### config.mk
export PLATFORM = sky130hd
export DESIGN_NAME = aes_v3
export DESIGN_NICKNAME = d
export VERILOG_FILES = /design/src/rtl/aes_v3_pkg.sv /design/src/rtl/aes_sbox.sv /design/src/rtl/aes_v3_lane.sv /design/src/rtl/aes_v3.sv
export SDC_FILE = /design/constraint.sdc
export NUM_CORES = 1
export LEC_CHECK = 0
export ABC_AREA = 1
export CORE_MARGIN = 2
export CORE_UTILIZATION = 55
export DETAILED_ROUTE_END_ITERATION = 16
export HOLD_SLACK_MARGIN = 0.05
export PLACE_DENSITY = 0.77
export SYNTH_ARGS = -nofsm -noshare
export SYNTH_HDL_FRONTEND = slang
export SYNTH_SLANG_ARGS = --single-unit
### constraint.sdc
create_clock -name g_clk -period 14.8 [get_ports g_clk]
set_input_delay 2.96 -clock g_clk [delete_from_list [all_inputs] [get_ports g_clk]]
set_output_delay 2.96 -clock g_clk [all_outputs]
set_load 0.02 [all_outputs]
### src/rtl/aes_v3_pkg.sv
// aes_v3_pkg -- definitions shared by the aes_v3 slice.
//   state_t      : FSM state encoding (IDLE / RUN)
//   LANES_LEGAL  : bit n set when LANES == n is a legal configuration
//   lanes_ok()   : elaboration-time LANES check built on LANES_LEGAL
//   xtime()      : multiply by x (0x02) in GF(2^8) mod 0x11b
//   gf_mul()     : general GF(2^8) multiply built from xtime
package aes_v3_pkg;

  typedef enum logic {
    ST_IDLE = 1'b0,
    ST_RUN  = 1'b1
  } state_t;

  // Legal lane counts are 1, 2 and 4.
  localparam logic [4:0] LANES_LEGAL = 5'b10110;

  function automatic logic lanes_ok(input int l);
    if (l < 0 || l > 4) return 1'b0;
    return LANES_LEGAL[l[2:0]];
  endfunction

  function automatic logic [7:0] xtime(input logic [7:0] b);
    return {b[6:0], 1'b0} ^ (b[7] ? 8'h1b : 8'h00);
  endfunction

  function automatic logic [7:0] gf_mul(input logic [7:0] a, input logic [7:0] b);
    logic [7:0] p;
    logic [7:0] r;
    r = 8'h00;
    p = a;
    for (int i = 0; i < 8; i++) begin
      if (b[i]) r = r ^ p;
      p = xtime(p);
    end
    return r;
  endfunction

endpackage

### src/rtl/aes_sbox.sv
// aes_sbox -- combinational AES S-box, computed as GF(2^8) inverse plus affine map.
// Optional feature macro: AES_V3_DECRYPT_EN (adds the inverse S-box).
// Ports:
//   enc : 1 = forward S-box, 0 = inverse S-box (0x00 when inverse is not built)
//   x   : input byte
//   y   : substituted byte
module aes_sbox
  import aes_v3_pkg::*;
(
  input  logic       enc,
  input  logic [7:0] x,
  output logic [7:0] y
);

  // a^254 == a^-1 for a != 0, and maps 0 to 0 as the S-box requires.
  function automatic logic [7:0] gf_inv(input logic [7:0] a);
    logic [7:0] sq;
    logic [7:0] r;
    r  = 8'h01;
    sq = a;
    for (int i = 1; i < 8; i++) begin
      sq = gf_mul(sq, sq);
      r  = gf_mul(r, sq);
    end
    return r;
  endfunction

  function automatic logic [7:0] affine_fwd(input logic [7:0] a);
    return a ^ {a[6:0], a[7]} ^ {a[5:0], a[7:6]} ^ {a[4:0], a[7:5]} ^ {a[3:0], a[7:4]} ^ 8'h63;
  endfunction

  logic [7:0] fwd;

  always_comb fwd = affine_fwd(gf_inv(x));

`ifdef AES_V3_DECRYPT_EN
  function automatic logic [7:0] affine_inv(input logic [7:0] b);
    return {b[6:0], b[7]} ^ {b[4:0], b[7:5]} ^ {b[1:0], b[7:2]} ^ 8'h05;
  endfunction

  always_comb y = enc ? fwd : gf_inv(affine_inv(x));
`else
  always_comb y = enc ? fwd : 8'h00;
`endif

endmodule

### src/rtl/aes_v3_lane.sv
// aes_v3_lane -- one byte lane: an S-box and one MixColumn output byte.
// Optional feature macro: AES_V3_DECRYPT_EN (adds inverse MixColumn).
// Ports:
//   sub         : 1 = S-box result, 0 = MixColumn result
//   enc         : 1 = encrypt, 0 = decrypt
//   sb_x        : S-box input byte
//   c0..c3      : column bytes rotated so c0 is this lane's own byte
//   y           : lane result byte
module aes_v3_lane
  import aes_v3_pkg::*;
(
  input  logic       sub,
  input  logic       enc,
  input  logic [7:0] sb_x,
  input  logic [7:0] c0,
  input  logic [7:0] c1,
  input  logic [7:0] c2,
  input  logic [7:0] c3,
  output logic [7:0] y
);

  logic [7:0] sb_y;
  logic [7:0] mix_enc;
  logic [7:0] mix;

  aes_sbox u_sbox (
    .enc (enc),
    .x   (sb_x),
    .y   (sb_y)
  );

  always_comb mix_enc = xtime(c0) ^ xtime(c1) ^ c1 ^ c2 ^ c3;

`ifdef AES_V3_DECRYPT_EN
  logic [7:0] mix_dec;
  always_comb mix_dec = gf_mul(c0, 8'h0e) ^ gf_mul(c1, 8'h0b) ^ gf_mul(c2, 8'h0d) ^ gf_mul(c3, 8'h09);
  always_comb mix = enc ? mix_enc : mix_dec;
`else
  always_comb mix = enc ? mix_enc : 8'h00;
`endif

  always_comb y = sub ? sb_y : mix;

endmodule

### src/rtl/aes_v3.sv
// aes_v3 -- multi-cycle AES SubBytes / MixColumn instruction unit.
// Processes LANES bytes per cycle; result appears on rd with a one-cycle
// ready pulse 4/LANES cycles after the request is accepted.
// Optional feature macro: AES_V3_DECRYPT_EN (inverse S-box and inverse
// MixColumn; without it decrypt requests return 32'h0).
// Ports:
//   g_clk, g_resetn : clock, asynchronous active-low reset
//   valid           : request strobe (accepted when idle)
//   sub             : 1 = SubBytes, 0 = MixColumn
//   enc             : 1 = encrypt, 0 = decrypt
//   rs1, rs2        : source operands
//   flush           : abort the in-flight operation
//   busy            : operation in flight (through the ready cycle)
//   ready           : one-cycle completion pulse
//   rd              : registered result
module aes_v3
  import aes_v3_pkg::*;
#(
  parameter int LANES = 1
) (
  input  logic        g_clk,
  input  logic        g_resetn,
  input  logic        valid,
  input  logic        sub,
  input  logic        enc,
  input  logic [31:0] rs1,
  input  logic [31:0] rs2,
  input  logic        flush,
  output logic        busy,
  output logic        ready,
  output logic [31:0] rd
);

  localparam int STEPS = lanes_ok(LANES) ? 4 / LANES : 1;
  localparam int CNT_W = (STEPS > 1) ? $clog2(STEPS) : 1;
  localparam logic [CNT_W-1:0] LAST_STEP = CNT_W'(STEPS - 1);

  if (!lanes_ok(LANES)) begin : g_bad_lanes
    $error("aes_v3: LANES must be 1, 2 or 4");
  end

  state_t           state_q, state_d;
  logic [CNT_W-1:0] cnt_q, cnt_d;
  logic             accept;
  logic             step;
  logic             last;

  logic [31:0]      rs1_p0, rs2_p0;
  logic             sub_p0, enc_p0;
  logic [3:0][7:0]  acc_p1;
  logic [3:0][7:0]  res;

  logic [7:0]       sb_src [4];
  logic [7:0]       col    [4];
  logic [7:0]       lane_y [LANES];
  logic [1:0]       lane_k [LANES];

  always_comb begin
    state_d = state_q;
    cnt_d   = cnt_q;
    accept  = 1'b0;
    step    = 1'b0;
    last    = 1'b0;
    case (state_q)
      ST_IDLE: begin
        // flush outranks valid
        if (valid && !flush) begin
          accept  = 1'b1;
          state_d = ST_RUN;
          cnt_d   = '0;
        end
      end
      ST_RUN: begin
        if (flush) begin
          state_d = ST_IDLE;
          cnt_d   = '0;
        end else begin
          step = 1'b1;
          if (cnt_q == LAST_STEP) begin
            last    = 1'b1;
            state_d = ST_IDLE;
            cnt_d   = '0;
          end else begin
            cnt_d = cnt_q + 1'b1;
          end
        end
      end
      default: begin
        state_d = ST_IDLE;
        cnt_d   = '0;
      end
    endcase
  end

  always_ff @(posedge g_clk or negedge g_resetn) begin
    if (!g_resetn) begin
      state_q <= ST_IDLE;
      cnt_q   <= '0;
      ready   <= 1'b0;
      rd      <= 32'h0;
    end else begin
      state_q <= state_d;
      cnt_q   <= cnt_d;
      ready   <= last;
      if (last) rd <= res;
    end
  end

  // ready is registered off the last step, so busy spans the ready cycle too;
  // acceptance only looks at the FSM state, which allows back-to-back issue.
  always_comb busy = (state_q == ST_RUN) | ready;

  // ---- stage p0: operands captured at acceptance ----
  always_ff @(posedge g_clk) begin
    if (accept) begin
      rs1_p0 <= rs1;
      rs2_p0 <= rs2;
      sub_p0 <= sub;
      enc_p0 <= enc;
    end
  end

  always_comb begin
    sb_src[0] = rs1_p0[7:0];
    sb_src[1] = rs2_p0[15:8];
    sb_src[2] = rs1_p0[23:16];
    sb_src[3] = rs2_p0[31:24];
    col[0]    = rs1_p0[7:0];
    col[1]    = rs1_p0[15:8];
    col[2]    = rs2_p0[23:16];
    col[3]    = rs2_p0[31:24];
  end

  for (genvar l = 0; l < LANES; l++) begin : g_lane
    logic [1:0] k;
    // byte index handled by this lane in the current step; 2-bit sums wrap mod 4
    assign k         = 2'((int'(cnt_q) * LANES) + l);
    assign lane_k[l] = k;

    aes_v3_lane u_lane (
      .sub  (sub_p0),
      .enc  (enc_p0),
      .sb_x (sb_src[k]),
      .c0   (col[k]),
      .c1   (col[k + 2'd1]),
      .c2   (col[k + 2'd2]),
      .c3   (col[k + 2'd3]),
      .y    (lane_y[l])
    );
  end

  always_comb begin
    res = acc_p1;
    for (int l = 0; l < LANES; l++) res[lane_k[l]] = lane_y[l];
  end

  // ---- stage p1: partial result accumulator, kept off rd until done ----
  always_ff @(posedge g_clk) begin
    if (step) acc_p1 <= res;
  end

endmodule

==> reports/metrics.cfg, run 1 <==
[clock_tree]
clockBufferDepth = 2
cts_tree = done
clk_latency_ns = 0.35
clock_sinks = 110
ctsHtreeMaxLevel = 3
root_buffer = clkbuf_16
numCtsBuffers = 9
path_clk_slew_ns = 0.07

[routing]
ant_nets = 0
drtIter0Drc = 2862
drc = 0
vias = 27600
drt_wl_total_um = 70900
wl_per_cell_um = 14.0
first_pass_iters = 6
vias_per_cell = 5.46

[synthesis]
yosysTopAreaCell = nand2_1
synthTopCellsByArea = nand2_1 30%, nand3_1 14%, edfxtp_1 9.3%
synth_top_area_share_pct = 29.7
synthDistinctLibCells = 46
yosysMostFrequentCell = nand2_1
synth_seq_cells = 110
synth_area_um2 = 23800
synth_ff_type = edfxtp_1
synth-edff-count = 74
synth_common_cells = 1,880 x nand2_1, 679 x nand3_1, 377 x inv_1, 256 x nor2_1, 171 x xor2_1
avgSynthCellArea_um2 = 5.40
syn_nets = 4479
ys_seq_area_share_pct = 13.1
syn_inst = 4398
synth-warning-count = 0
async_reset_ff_share_pct = 32.7

[worst_setup_path]
cp-end-kind = register
critPathMaxStageDelay_ns = 0.79
cp-start-kind = register
crit_top_cell = nand2_1
r2r_slack_ns = 1.04
critPathRequiredTime_ns = 14.88
cp_slowest_cell = xor2_1
worst-setup-path-type = reg2reg
worst-path-max-fanout = 33
cp.arrival_ns = 13.84

[timing]
min_period_ns = 13.76
setup_tns_ns = 0
skew_ns = 0.0135
hold_viol = 0
slew_headroom_pct = 34.4
fmax_mhz = 72.7
layout_setup_ws_ns = 1.04
maxSlewViolCount = 0
finalCritPeriodShare_pct = 93.0
setup-violations-final = 0
tightestPinTransition_ns = 0.981

[layout]
diodes = 0
nNetsFinal = 4546
n_fill_cell = 4276
fin_util_pct = 61.1
area_growth_syn_to_layout_pct = 10.2
fin_area_um2 = 26200
drive_above_1_share_pct = 11.6

[floorplanning]
core-area_um2 = 42900
dieArea_um2 = 44900
num_rows = 76
start_util_pct = 55.4
die_height_um = 212
io_pins = 104
die_w_um = 212

[place]
dp_slack_ns = -0.0133
gp_congestion = 0.985
dp_hpwl_um = 54300
place_area_um2 = 25100
numPortBuffers = 87

[grt]
grt_overflow = 0
antenna_found_initial = 0
grt_pass1_wl_um = 117000
grt_pass1_vias = 24400
grt_max_degree = 51
track_usage_pct = 31.3

[outcome]
status = completed

[job]
drv_cap = 0

[hold_path]
hold_path_class = reg2reg

final timing paths:
| check | startpoint | to | depth (start not counted) |
|---|---|---|---|
| max in group asynchronous | g_resetn | cnt_q[0] | 2 |
| worst max register to register | cnt_q[0] | acc_p1[18] | 90 |
| worst min-delay path | rd[11] | rd[11] | 2 |
| worst max-delay path | cnt_q[0] | acc_p1[18] | 90 |
| worst min register to register | rd[11] | rd[11] | 2 |
| min in group asynchronous | g_resetn | rd[16] | 2 |
registers in the layout, indices dropped and copies added (netlist names):
name,cells
rd,32
acc_p1,24
rs1_p0,24
rs2_p0,24
cnt_q,2
enc_p0,1
ready,1
state_q,1
sub_p0,1
logic make-up (layout without fill, tap and decap cells):
logic type,count (synthesis),count (layout),synth area share [%]
AO/OA/AOI/OAI,224,224,5.47
buffers and inverters,613,685,10.8
XOR/XNOR,287,287,12.0
adder cells (fa/ha/maj),11,11,0.579
AND/OR/NAND/NOR,3153,3153,58.0
flip-flops,110,110,13.1
repair_timing:
action,4_1_cts,5_1_grt
pin swaps,0,18
buffers inserted,0,32
endpoints found under the setup margin,6,56
gates resized for setup,1,144
gates cloned,0,0
hold buffers,0,0
final cells by class:
class                           instances  area [um^2]  share of cell area, %
Multi-Input combinational cell       3675        18600                   70.9
Sequential cell                       110         3120                   11.9
Inverter                              499         1940                   7.40
Timing Repair Buffer                  170         1560                   5.95
Tap cell                              585          732                   2.79
Clock buffer                           11          233                  0.888
Clock inverter                          5         40.0                  0.153
stage by stage:
stage               hold WS (ns)  cells
floorplan                  0.480   4398
global placement           0.466   5007
detailed placement         0.468   5007
CTS                        0.486   5023
global route               0.505   5055
finish                     0.485   5055
critical path, delay by kind of cell (launching register included):
family / cells / cell delay, ns
AO/OA/AOI/OAI: 1 / 0.08
AND/OR/NAND/NOR: 58 / 6.91
adder cells (fa/ha/maj): 3 / 0.88
flip-flops: 1 / 0.48
XOR/XNOR: 10 / 2.68
buffers and inverters: 18 / 2.37
metal layers:
layer | share of wire, % | GRT usage, % | vias to the layer above
met3 | 8.7 | 3.01 | 129
met4 | 2.0 | 7.58 | 0
met1 | 45 | 44.7 | 12300
li1 | - | - | 14000
met5 | 0 | 0 | -
met2 | 45 | 50.7 | 1110
cells in the final DEF, fill, tap and decap left out, drive strengths merged:
master	count
xnor3	1
o21ai	128
clkdlybuf4s50	87
nand2b	1
a21o	1
o22ai	2
buf	83
nand3b	43
nand4	60
clkbuf	11
xnor2	93
clkinv	15
a21oi	25
nand3	697
nor2	275
nand2	2030
a21boi	25
o21a	18
o211ai	8
clkinvlp	1
dfrtp	36
o21bai	17
or2	47
ha	11
inv	488
edfxtp	74
xor3	1
xor2	192
Power of run 1 is left out: the tool's default activity adds up to more than one toggle a clock period on the data nets, which glitch-free logic cannot reach.
==> run 2: changes to the inputs <==
HOLD_SLACK_MARGIN = 0.06   (was 0.05)
MAX_ROUTING_LAYER = met4   (was not set)
==> reports/metrics.cfg, run 2 (same netlist as run 1, synthesis figures left out) <==
[timing]
slew_headroom_pct = 47.9
fmax_mhz = 72.6
tightestPinTransition_ns = 0.781
skew_ns = 0.0121
hold_viol = 0
setup-violations-final = 0
min_period_ns = 13.77
maxSlewViolCount = 0
finalCritPeriodShare_pct = 93.0

[routing]
vias = 27600
first_pass_iters = 7
ant_nets = 0
vias_per_cell = 5.47
drtIter0Drc = 2447
drt_wl_total_um = 72000
drc = 0
wl_per_cell_um = 14.2

[layout]
largest_register_ff_count = 32
final_common_cell = nand2_1
nNetsFinal = 4547
n_fill_cell = 4319
diodes = 0
layout.cells.non_filler = 5056
area_growth_syn_to_layout_pct = 10.6
fin_area_um2 = 26300
layout_common_cells = 1,847 x nand2_1, 673 x nand3_1, 370 x inv_1
drive_above_1_share_pct = 11.8
fin_util_pct = 61.3
regMostFlops = rd

[place]
numPortBuffers = 87
gp_congestion = 0.972
dp_hpwl_um = 55100
dp.cells = 5006
place_area_um2 = 25100

[worst_setup_path]
r2r_slack_ns = 1.03
cp.depth = 94
worst-setup-path-type = reg2reg
cp-end-kind = register
critPathRequiredTime_ns = 14.87
ff2ff_path_depth = 94
critPathTopFamily = simple AND/OR/NAND/NOR gates
cp-start-kind = register
timing.rr.end = acc_p1[2]
cp_num_buf_inv = 16
worst_r2r_startpoint = cnt_q[0]
critPathMaxStageDelay_ns = 0.47
cp.arrival_ns = 13.84
endpoint = acc_p1[2]
crit_start = cnt_q[0]
worst-path-max-fanout = 24
cp_slowest_cell = dfrtp_2
crit_top_cell = nand2_1

[clock_tree]
clk_latency_ns = 0.35
hold_buffers = 0
numCtsBuffers = 9
cts_tree = done
path_clk_slew_ns = 0.08
clockBufferDepth = 2
ctsHtreeMaxLevel = 3
root_buffer = clkbuf_16
clock_sinks = 110

[floorplanning]
dieArea_um2 = 44900
io_pins = 104
die_w_um = 212
core-area_um2 = 42900
start_util_pct = 55.4
num_rows = 76
die_height_um = 212

[grt]
grt_max_degree = 51
grt_overflow = 0
grt_pass1_wl_um = 116000
antenna_found_initial = 0
track_usage_pct = 32.1
grt_pass1_vias = 24000

[outcome]
status = completed

[job]
drv_cap = 0

[hold_path]
hold_path_class = reg2reg

run 2: repair_timing:
| item | 4_1_cts | 5_1_grt |
|---|---|---|
| cloned | 0 | 2 |
| endpoints found under the setup margin | 9 | 56 |
| pin swaps | 0 | 17 |
| endpoints found under the hold margin | 0 | 0 |
| setup buffers | 0 | 32 |
| gates resized for setup | 1 | 154 |
run 2: worst min-delay path: stages (launching register included):
cell     delay, ns
dfrtp_1       0.35
nand2_1       0.06
nand2_1       0.05
run 2: per-layer routing:
layer / up-vias / share of wire (%) / GRT usage (%)
met3: 94 / 8.1 / 2.12
met1: 12500 / 46 / 45.5
met4: 0 / 1.5 / 7.04
met5: - / 0 / -
met2: 1094 / 45 / 50.3
li1: 14000 / - / -
run 2: final cells by class:
class,count,area [um^2],area share (%)
multi-input combinational,3676,18600,70.9
clock buffer,11,233,0.885
tap,585,732,2.78
clock inverter,5,42.5,0.162
timing repair buffer,170,1590,6.04
sequential,110,3120,11.9
inverter,499,1950,7.40
run 2: per-stage QoR:
step                setup WS, ns  hold WS, ns  TNS, ns
CTS                       0.0188        0.486        0
detailed placement       0.00993        0.467        0
global route             -0.0959        0.499    -1.14
finish                      1.03        0.488        0
global placement           0.187        0.463        0
floorplan                   2.23        0.480        0
run 2: worst min-delay path by stage:
stage	start	to	slack, ns	depth (start not counted)
2_1_floorplan	state_q	state_q	0.48	1
3_3_place_gp	rd[5]	rd[5]	0.46	2
3_5_place_dp	rd[16]	rd[16]	0.47	2
4_1_cts	rd[16]	rd[16]	0.49	2
5_1_grt	rd[16]	rd[16]	0.50	2
6_report	rd[11]	rd[11]	0.49	2
Power of run 2 is left out for the same reason.
